==> src/rtl/bist_march_ctrl.sv <==
// March C- BIST controller for a single-port SRAM.
// Sequence: E0 up w0, E1 up (r0,w1), E2 up (r1,w0), E3 down (r0,w1),
// E4 down (r1,w0), E5 up r0. One SRAM operation per RUN cycle; the
// read data returns one cycle later and is checked against a pipelined
// expected value. FLUSH exists only to check the final read.
// Optional macro BIST_FAIL_CAPTURE_EN adds first-failure capture outputs
// (address, element number, raw read data).
module bist_march_ctrl #(
    parameter int P_ADDR_WIDTH = 9,
    parameter int P_DATA_WIDTH = 32
) (
    input  logic                    A_BIST_CLK,
    input  logic                    A_BIST_RESET_N,
    input  logic                    BIST_START,
    output logic                    BIST_BUSY,
    output logic                    BIST_DONE,
    output logic                    BIST_FAIL,
    output logic                    A_BIST_EN,
    output logic                    A_BIST_MEN,
    output logic                    A_BIST_WEN,
    output logic                    A_BIST_REN,
    output logic [P_ADDR_WIDTH-1:0] A_BIST_ADDR,
    output logic [P_DATA_WIDTH-1:0] A_BIST_DIN,
    output logic [P_DATA_WIDTH-1:0] A_BIST_BM,
    input  logic [P_DATA_WIDTH-1:0] A_DOUT
`ifdef BIST_FAIL_CAPTURE_EN
    ,
    output logic [P_ADDR_WIDTH-1:0] BIST_FAIL_ADDR,
    output logic [2:0]              BIST_FAIL_ELEM,
    output logic [P_DATA_WIDTH-1:0] BIST_FAIL_DATA
`endif
);

    typedef enum logic [1:0] {S_IDLE, S_RUN, S_FLUSH, S_DONE} state_t;

    // Element index 6 marks "all operations issued".
    localparam logic [2:0] ELEM_END = 3'd6;

    state_t                  state_q, state_d;
    // Position of the next operation to issue.
    logic [2:0]              elem_q, elem_d;
    logic [P_ADDR_WIDTH-1:0] addr_q, addr_d;
    logic                    wr_q, wr_d;

    // Registered SRAM-side outputs.
    logic                    en_q, wen_q, ren_q;
    logic [P_ADDR_WIDTH-1:0] sram_addr_q;
    logic [P_DATA_WIDTH-1:0] din_q, bm_q, rd_exp_q;

    // Read-compare pipeline (one cycle behind the read).
    logic                    cmp_vld_q;
    logic [P_DATA_WIDTH-1:0] cmp_data_q;
    logic                    fail_q;
    logic                    mismatch;

    // Operation selection signals.
    logic                    issue, start_clr;
    logic [2:0]              cur_elem, nxt_elem;
    logic [P_ADDR_WIDTH-1:0] cur_addr;
    logic                    cur_wr, is_pair, desc, last_addr, op_write, wr_one, rd_one;

    // Next-state, next-position and operation decode.
    always_comb begin
        state_d   = state_q;
        elem_d    = elem_q;
        addr_d    = addr_q;
        wr_d      = wr_q;
        issue     = 1'b0;
        start_clr = 1'b0;
        cur_elem  = elem_q;
        cur_addr  = addr_q;
        cur_wr    = wr_q;
        case (state_q)
            S_IDLE, S_DONE: begin
                if (BIST_START) begin
                    state_d   = S_RUN;
                    issue     = 1'b1;
                    start_clr = 1'b1;
                    cur_elem  = 3'd0;
                    cur_addr  = '0;
                    cur_wr    = 1'b0;
                end
            end
            S_RUN: begin
                if (elem_q == ELEM_END) state_d = S_FLUSH;
                else                    issue   = 1'b1;
            end
            S_FLUSH: state_d = S_DONE;
            default: state_d = S_IDLE;
        endcase

        is_pair   = (cur_elem >= 3'd1) && (cur_elem <= 3'd4);
        desc      = (cur_elem == 3'd3) || (cur_elem == 3'd4);
        op_write  = (cur_elem == 3'd0) || (is_pair && cur_wr);
        wr_one    = (cur_elem == 3'd1) || (cur_elem == 3'd3);
        rd_one    = (cur_elem == 3'd2) || (cur_elem == 3'd4);
        last_addr = desc ? (cur_addr == '0) : (cur_addr == '1);
        nxt_elem  = cur_elem + 3'd1;

        if (issue) begin
            if (is_pair && !cur_wr) begin
                // Read half of a (r,w) pair: write the same address next.
                elem_d = cur_elem;
                addr_d = cur_addr;
                wr_d   = 1'b1;
            end else if (last_addr) begin
                // Element finished: next element from its own start address.
                elem_d = nxt_elem;
                addr_d = ((nxt_elem == 3'd3) || (nxt_elem == 3'd4)) ? '1 : '0;
                wr_d   = 1'b0;
            end else begin
                elem_d = cur_elem;
                addr_d = desc ? cur_addr - 1'b1 : cur_addr + 1'b1;
                wr_d   = 1'b0;
            end
        end
    end

    assign mismatch = cmp_vld_q && (A_DOUT != cmp_data_q);

    // State, position, SRAM output and compare registers.
    always_ff @(posedge A_BIST_CLK or negedge A_BIST_RESET_N) begin
        if (!A_BIST_RESET_N) begin
            state_q     <= S_IDLE;
            elem_q      <= '0;
            addr_q      <= '0;
            wr_q        <= 1'b0;
            en_q        <= 1'b0;
            wen_q       <= 1'b0;
            ren_q       <= 1'b0;
            sram_addr_q <= '0;
            din_q       <= '0;
            bm_q        <= '0;
            rd_exp_q    <= '0;
            cmp_vld_q   <= 1'b0;
            cmp_data_q  <= '0;
            fail_q      <= 1'b0;
        end else begin
            state_q     <= state_d;
            elem_q      <= elem_d;
            addr_q      <= addr_d;
            wr_q        <= wr_d;
            en_q        <= issue;
            wen_q       <= issue && op_write;
            ren_q       <= issue && !op_write;
            sram_addr_q <= issue ? cur_addr : '0;
            din_q       <= (issue && op_write && wr_one) ? '1 : '0;
            bm_q        <= issue ? '1 : '0;
            rd_exp_q    <= rd_one ? '1 : '0;
            cmp_vld_q   <= ren_q;
            cmp_data_q  <= rd_exp_q;
            if (start_clr)     fail_q <= 1'b0;
            else if (mismatch) fail_q <= 1'b1;
        end
    end

`ifdef BIST_FAIL_CAPTURE_EN
    logic [2:0]              rd_elem_q, cmp_elem_q, fail_elem_q;
    logic [P_ADDR_WIDTH-1:0] cmp_addr_q, fail_addr_q;
    logic [P_DATA_WIDTH-1:0] fail_data_q;

    // Carry element/address alongside the read and latch the first mismatch.
    always_ff @(posedge A_BIST_CLK or negedge A_BIST_RESET_N) begin
        if (!A_BIST_RESET_N) begin
            rd_elem_q   <= '0;
            cmp_elem_q  <= '0;
            cmp_addr_q  <= '0;
            fail_elem_q <= '0;
            fail_addr_q <= '0;
            fail_data_q <= '0;
        end else begin
            rd_elem_q  <= cur_elem;
            cmp_elem_q <= rd_elem_q;
            cmp_addr_q <= sram_addr_q;
            if (start_clr) begin
                fail_elem_q <= '0;
                fail_addr_q <= '0;
                fail_data_q <= '0;
            end else if (mismatch && !fail_q) begin
                fail_elem_q <= cmp_elem_q;
                fail_addr_q <= cmp_addr_q;
                fail_data_q <= A_DOUT;
            end
        end
    end

    assign BIST_FAIL_ADDR = fail_addr_q;
    assign BIST_FAIL_ELEM = fail_elem_q;
    assign BIST_FAIL_DATA = fail_data_q;
`endif

    assign BIST_BUSY   = (state_q == S_RUN) || (state_q == S_FLUSH);
    assign BIST_DONE   = (state_q == S_DONE);
    assign BIST_FAIL   = fail_q;
    assign A_BIST_EN   = en_q;
    assign A_BIST_MEN  = en_q;
    assign A_BIST_WEN  = wen_q;
    assign A_BIST_REN  = ren_q;
    assign A_BIST_ADDR = sram_addr_q;
    assign A_BIST_DIN  = din_q;
    assign A_BIST_BM   = bm_q;

endmodule

==> config.mk <==
export PLATFORM = sky130hd
export DESIGN_NAME = bist_march_ctrl
export DESIGN_NICKNAME = d
export VERILOG_FILES = /design/src/rtl/bist_march_ctrl.sv
export SDC_FILE = /design/constraint.sdc
export NUM_CORES = 1
export LEC_CHECK = 0
export BUFFER_PORTS_ARGS = -buffer_cell sky130_fd_sc_hd__buf_2
export CAP_MARGIN = 25
export CORE_AREA = 2 2 87 68
export CTS_CLUSTER_SIZE = 14
export DETAILED_ROUTE_END_ITERATION = 6
export DIE_AREA = 0 0 89 70
export PLACE_DENSITY = 0.8
export SETUP_SLACK_MARGIN = 0.15
export SYNTH_ARGS = -nofsm -noshare
export SYNTH_HDL_FRONTEND = slang
export SYNTH_SLANG_ARGS = --single-unit
==> constraint.sdc <==
create_clock -name A_BIST_CLK -period 3.1 [get_ports A_BIST_CLK]
set_clock_uncertainty 0.2 [all_clocks]
set_input_delay 0.775 -clock A_BIST_CLK [delete_from_list [all_inputs] [get_ports A_BIST_CLK]]
set_output_delay 0.775 -clock A_BIST_CLK [all_outputs]
set_load 0.02 [all_outputs]
* After elaboration in Yosys (flattened, before gate mapping)
Index checks and enable logic that the tools add are counted.
Word-level totals: bits in registers 157, output and inout port bits 80, word-level logic and storage cells 81
Cells by class: add/sub/neg operators 3, $lt $le $gt $ge 2, equality and inequality tests 14, mux-type cells 27, reductions and logical operators 21
Operators with widths (count):
- $mux W32 | 3
- $mux W9 | 7
- $ne A32 B32 Y1 | 1
- $mux W3 | 4
- $add A9 B1 Y9 const B | 1
- $eq A3 B2 Y1 const B | 3
- $eq A3 B3 Y1 const B | 3
- $eq A9 B9 Y1 const B | 1
- $logic_not A9 Y1 | 1
- $mux W1 | 9
- $sub A9 B1 Y9 const B | 1
- $logic_and A1 B1 Y1 | 7
- $logic_or A1 B1 Y1 | 6
- $pmux W2 S3 | 1
- $eq A2 B2 Y1 const B | 2
- $mux W2 | 2
- $ne A2 B2 Y1 const B | 2
- $add A3 B1 Y3 const B | 1
- $eq A3 B1 Y1 const B | 1
- $ge A3 B1 Y1 const B | 1
- $le A3 B3 Y1 const B | 1
- $logic_not A3 Y1 | 1
- $eq A2 B1 Y1 const B | 1
- $logic_not A1 Y1 | 2
- 5 further kinds | 5

* Depth between registers and ports, before layout
depth after elaboration 10, depth in mapped cells 12, mapped depth without buffers 12

* Worst setup path before layout
No wires, ideal clock.
path kind input-to-reg, from in BIST_START, to reg addr_q[8], library setup time 121 ps, data arrival time 2508 ps, data required time 2779 ps, slack 271 ps, stages 9, buffers on the path 0, cells stage by stage and2_1 -> a21oi_2 -> ha_1 -> nor2_1 -> or3_1 -> a31oi_1 -> xor2_1 -> nor2_1 -> o22a_1
On the way: longest elaborated chain between the ends 8
Ends and longest elaborated chain:
- start: declaration | RTL line 14 | input logic BIST_START,
- $mux W3 | RTL line 75 | if (BIST_START) begin
- $mux W3 | RTL line 73 | case (state_q)
- $add A3 B1 Y3 | RTL line 98 | nxt_elem = cur_elem + 3'd1;
- $eq A3 B2 Y1 / $eq A3 B3 Y1 (equally long branches) | RTL line 109 | addr_d = ((nxt_elem == 3'd3) || (nxt_elem == 3'd4)) ? '1 : '0;
- $logic_or A1 B1 Y1 | RTL line 109
- $mux W9 | RTL line 109
- $mux W9 | RTL line 106 | end else if (last_addr) begin
- $mux W9 | RTL line 101 | if (is_pair && !cur_wr) begin
- end signal: assignment | RTL line 141 | addr_q <= addr_d;
- end: declaration | RTL line 42 | logic [P_ADDR_WIDTH-1:0] addr_q, addr_d;
Several ways; a longest one is shown, not always the timed one. A chain may end at the register's enable or synchronous reset.

* Worst setup path after layout
from reg state_q[1], to reg addr_q[8]
On the way: longest elaborated chain between the ends 9
Ends and longest elaborated chain:
- start: declaration | RTL line 39 | state_t state_q, state_d;
- start signal: assignment | RTL line 139 | state_q <= state_d;
- $eq A2 B2 Y1 / $logic_not A2 Y1 (equally long branches) | RTL line 73
- $reduce_or A2 Y1 | RTL line 73
- $mux W3 | RTL line 73
- $add A3 B1 Y3 | RTL line 98
- $eq A3 B2 Y1 / $eq A3 B3 Y1 (equally long branches) | RTL line 109
- $logic_or A1 B1 Y1 | RTL line 109
- $mux W9 | RTL line 109
- $mux W9 | RTL line 106
- $mux W9 | RTL line 101
Several ways; a longest one is shown, not always the timed one.

==> run_results.csv <==
group,metric,value,unit
synthesis,synth.top_cells.by_area,"dfrtp_1, buf_4, ha_1",
sta,max_clock_freq,358,MHz
die,io_pins,115,
layout,fin_area,3010,µm²
outcome,outcome,"finished, violations left",
synthesis,yosys.area.top_type,"dfrtp_1",
critical_path,cp.required,3.08,ns
sta,maxSlewViolCount,0,
grt,grt_pass1_vias,2016,
power_and_ir_drop,powerDensity,976,nW/µm²
critical_path,r2r_cells,11,
cts,clk_pin_slew,0.07,ns
die,core,5530,µm²
critical_path,crit_type,"reg2reg",
synthesis,syn_area,2520,µm²
critical_path,cpMaxStageDelayCell,"dfrtp_1",
sta,worst_pin_slew,0.726,ns
power_and_ir_drop,switching_share,48.8,%
critical_path,rrSetupSlack,0.30,ns
place,hpwl,4460,µm
cts,cts_hold_buf,0,
die,fp-row-count,24,
drt,via_count,2284,
place,gp_routability_congestion,0.840,
cts,clock_latency,0.29,ns
sta,rsz0062_at_grt,"no",
critical_path,crit_chain,"ha_4 -> and2_4 -> a21oi_4 -> buf_12 -> ha_1 -> nand2_1 -> or3_1 -> a31oi_2 -> xor2_1 -> nor2_1 -> o22a_1",
min_path,min_path_type,"reg2reg",
synthesis,ys_ff_latch,32,
grt,track_usage,17.6,%
drt,ant_nets,0,
drt,drt_first_pass_iters,7,
critical_path,reg2reg_to,"addr_q[8]",
critical_path,crit_arrival,2.77,ns
synthesis,synth_top_area_share,31.7,%
cts,cts_made_buffers,5,
drt,vias_per_cell,5.18,
power_and_ir_drop,leakage,0.00159,µW
sta,period_needed,2.80,ns
power_and_ir_drop,clkPwrFrac,13.5,%
grt,grt_pass1_wl,8940,µm
drt,wirelength,5900,µm
die,die_w,89,µm
layout,antenna_cells,0,
cts,clk_root_buffer_cell,"clkbuf_8",
die,dieArea,6230,µm²
critical_path,endpoint_kind,"flip-flop",
place,post_dp_cell_area,2800,µm²
synthesis,synth_fp_nets,339,
cts,cts_tree,"built",
layout,drive_gt1_share,42.7,%
synthesis,ys_seq_area_share,31.7,%
critical_path,max_stage_delay,0.44,ns
grt,grt_start_max_net_pins,35,
synthesis,synth_cells,292,
power_and_ir_drop,peakVddDrop,0.463,mV
cts,clockBufferDepth,2,
min_path,hp-start,"rd_exp_q[30]",
drt,drtIter0Drc,184,
min_path,min_path_cells,0,
sta,tns,0,ns
drt,avgRoutedWirePerCell,13.4,µm
power_and_ir_drop,seqPwrFrac,23.8,%
critical_path,reg2reg_from,"state_q[1]",
power_and_ir_drop,p_int,1500,µW
power_and_ir_drop,combPwrFrac,62.6,%
min_path,hold_end,"cmp_data_q[30]",
power_and_ir_drop,switchingPower,1440,µW
cts,clock_sinks,32,
sta,slew_headroom,51.6,%
outcome,violations,"design-rule violations",
grt,grt_antenna_before_repair,0,
synthesis,syn_area_per_cell,8.65,µm²
drt,drc,1,
sta,finalSetupViolCount,0,
die,die_h,70,µm
synthesis,yosys_warnings,0,
die,start_util,45.7,%
place,port_buffers,114,
sta,hold_violations,0,
synthesis,synth_cell_types,50,
layout,nets,409,
sta,hold_ws,0.161,ns
critical_path,cp-start-kind,"flip-flop",
grt,gr-total-overflow,0,
critical_path,cp_max_fo,8,
sta,period_share,90.2,%
run,cap_violations,0,
layout,area_growth,19.4,%
layout,final_core_util,54.6,%
cts,h-tree-depth,2,
registers in the layout, indices dropped and copies added, names as in the netlist:
| signal | count |
|---|---|
| state_q | 2 |
| rd_exp_q | 1 |
| BIST_FAIL | 1 |
| A_BIST_ADDR | 9 |
| A_BIST_WEN | 1 |
| elem_q | 3 |
| A_BIST_DIN | 1 |
| cmp_vld_q | 1 |
| wr_q | 1 |
| A_BIST_REN | 1 |
| cmp_data_q | 1 |
| A_BIST_BM | 1 |
| addr_q | 9 |
cells by family after synthesis:
logic type,count (synthesis),synth area share (%)
and+or+nand+nor,113,23.7
xor gates and xnor gates,8,2.77
AOI/OAI and AO/OA,46,13.3
adders and majority gates,13,6.64
buffers and inverters,80,21.8
DFF,32,31.7
worst max-delay path by stage:
stage                          start   endpoint  slack, ns
after floorplan           BIST_START  addr_q[8]       0.27
after global placement    BIST_START  addr_q[7]       0.01
after detailed placement  BIST_START  addr_q[8]      -0.03
after CTS                 state_q[0]  addr_q[8]       0.15
after global routing      state_q[1]  addr_q[8]       0.19
final                     state_q[1]  addr_q[8]       0.30
layout make-up:
cell class / instances / area [µm²]
Clock inverter: 3 / 42.5
Tap cell: 78 / 97.6
Inverter: 10 / 37.5
Multi-Input combinational cell: 180 / 1240
Clock buffer: 5 / 68.8
Timing Repair Buffer: 133 / 726
Fill cell: 508 / 2510
Sequential cell: 32 / 801
cell usage after synthesis (all sizes together):
cell	instances
o221a	1
a31oi	7
o21ai	6
nand2b	1
o22a	5
maj3	1
xor2	4
buf	69
fa	1
a21oi	8
o21a	2
a41oi	1
clkinv	1
a32o	3
nand3b	3
or3b	1
nor4b	1
or3	1
nor2	24
nand4	6
nor3b	1
a21o	4
xnor2	4
o41a	1
ha	11
nand2	20
inv	9
and3	1
o311ai	2
and2	17
o211ai	1
o2bb2ai	1
nor4	5
or4	1
a2111o	1
a211oi	2
dfrtp	32
nand3	10
o41ai	1
clkbuf	1
nor3	18
nor2b	3
timing repair:
action	in CTS	in global routing
setup endpoints to repair	3	6
resized for setup	4	8
buffers inserted	0	3
pin swaps	0	1
hold endpoints to repair	0	0
critical path: cells and delay by family, from the launching register on:
kind,cells,cell delay (ns)
flip-flops,1,0.44
adder cells (fa/ha/maj),2,0.64
AND/OR/NAND/NOR,4,0.70
buffers and inverters,1,0.14
AO/OA/AOI/OAI,3,0.41
XOR/XNOR,1,0.17
power by group through the flow:
stage	Clock (µW)	Combinational, µW	Sequential (µW)
2_1_floorplan	0	1390	747
3_3_place_gp	0	1700	693
3_5_place_dp	0	1730	704
4_1_cts	401	1750	697
5_1_grt	420	2000	726
6_report	397	1840	701
cells in the final DEF, fill, tap and decap left out, types with 2 or more instances in the layout:
cell / instances
and2_1: 15
xor2_1: 4
ha_1: 8
dfrtp_1: 32
nor2b_1: 3
nor2_1: 23
o21a_1: 2
nand3_1: 10
nor4_1: 5
buf_2: 114
nor3_1: 15
o22a_1: 5
o21ai_0: 5
a31oi_1: 6
nand4_1: 6
nand2_1: 19
a21o_1: 4
inv_1: 9
xnor2_1: 4
a211oi_1: 2
clkbuf_8: 5
nand3b_1: 3
nor3_2: 2
a32o_1: 3
buf_4: 18
a21oi_1: 7
ha_4: 3
o311ai_0: 2
per-layer routing:
layer / share of wire (%) / up-vias / track usage (%)
met1: 44 / 1054 / 24.1
met4: 1.3 / 0 / 4.98
li1: - / 1104 / -
met5: 0 / - / 0
met2: 47 / 116 / 28.7
met3: 8.0 / 10 / 2.72
per-stage QoR:
| step | std cells | setup WS [ns] | total power [µW] |
|---|---|---|---|
| after CTS | 438 | 0.153 | 2850 |
| final | 441 | 0.303 | 2940 |
| after global placement | 430 | 0.0104 | 2390 |
| after global routing | 441 | 0.189 | 3140 |
| after detailed placement | 430 | -0.0328 | 2440 |
| after floorplan | 292 | 0.271 | 2130 |
Power figures use the tool's default switching activity.
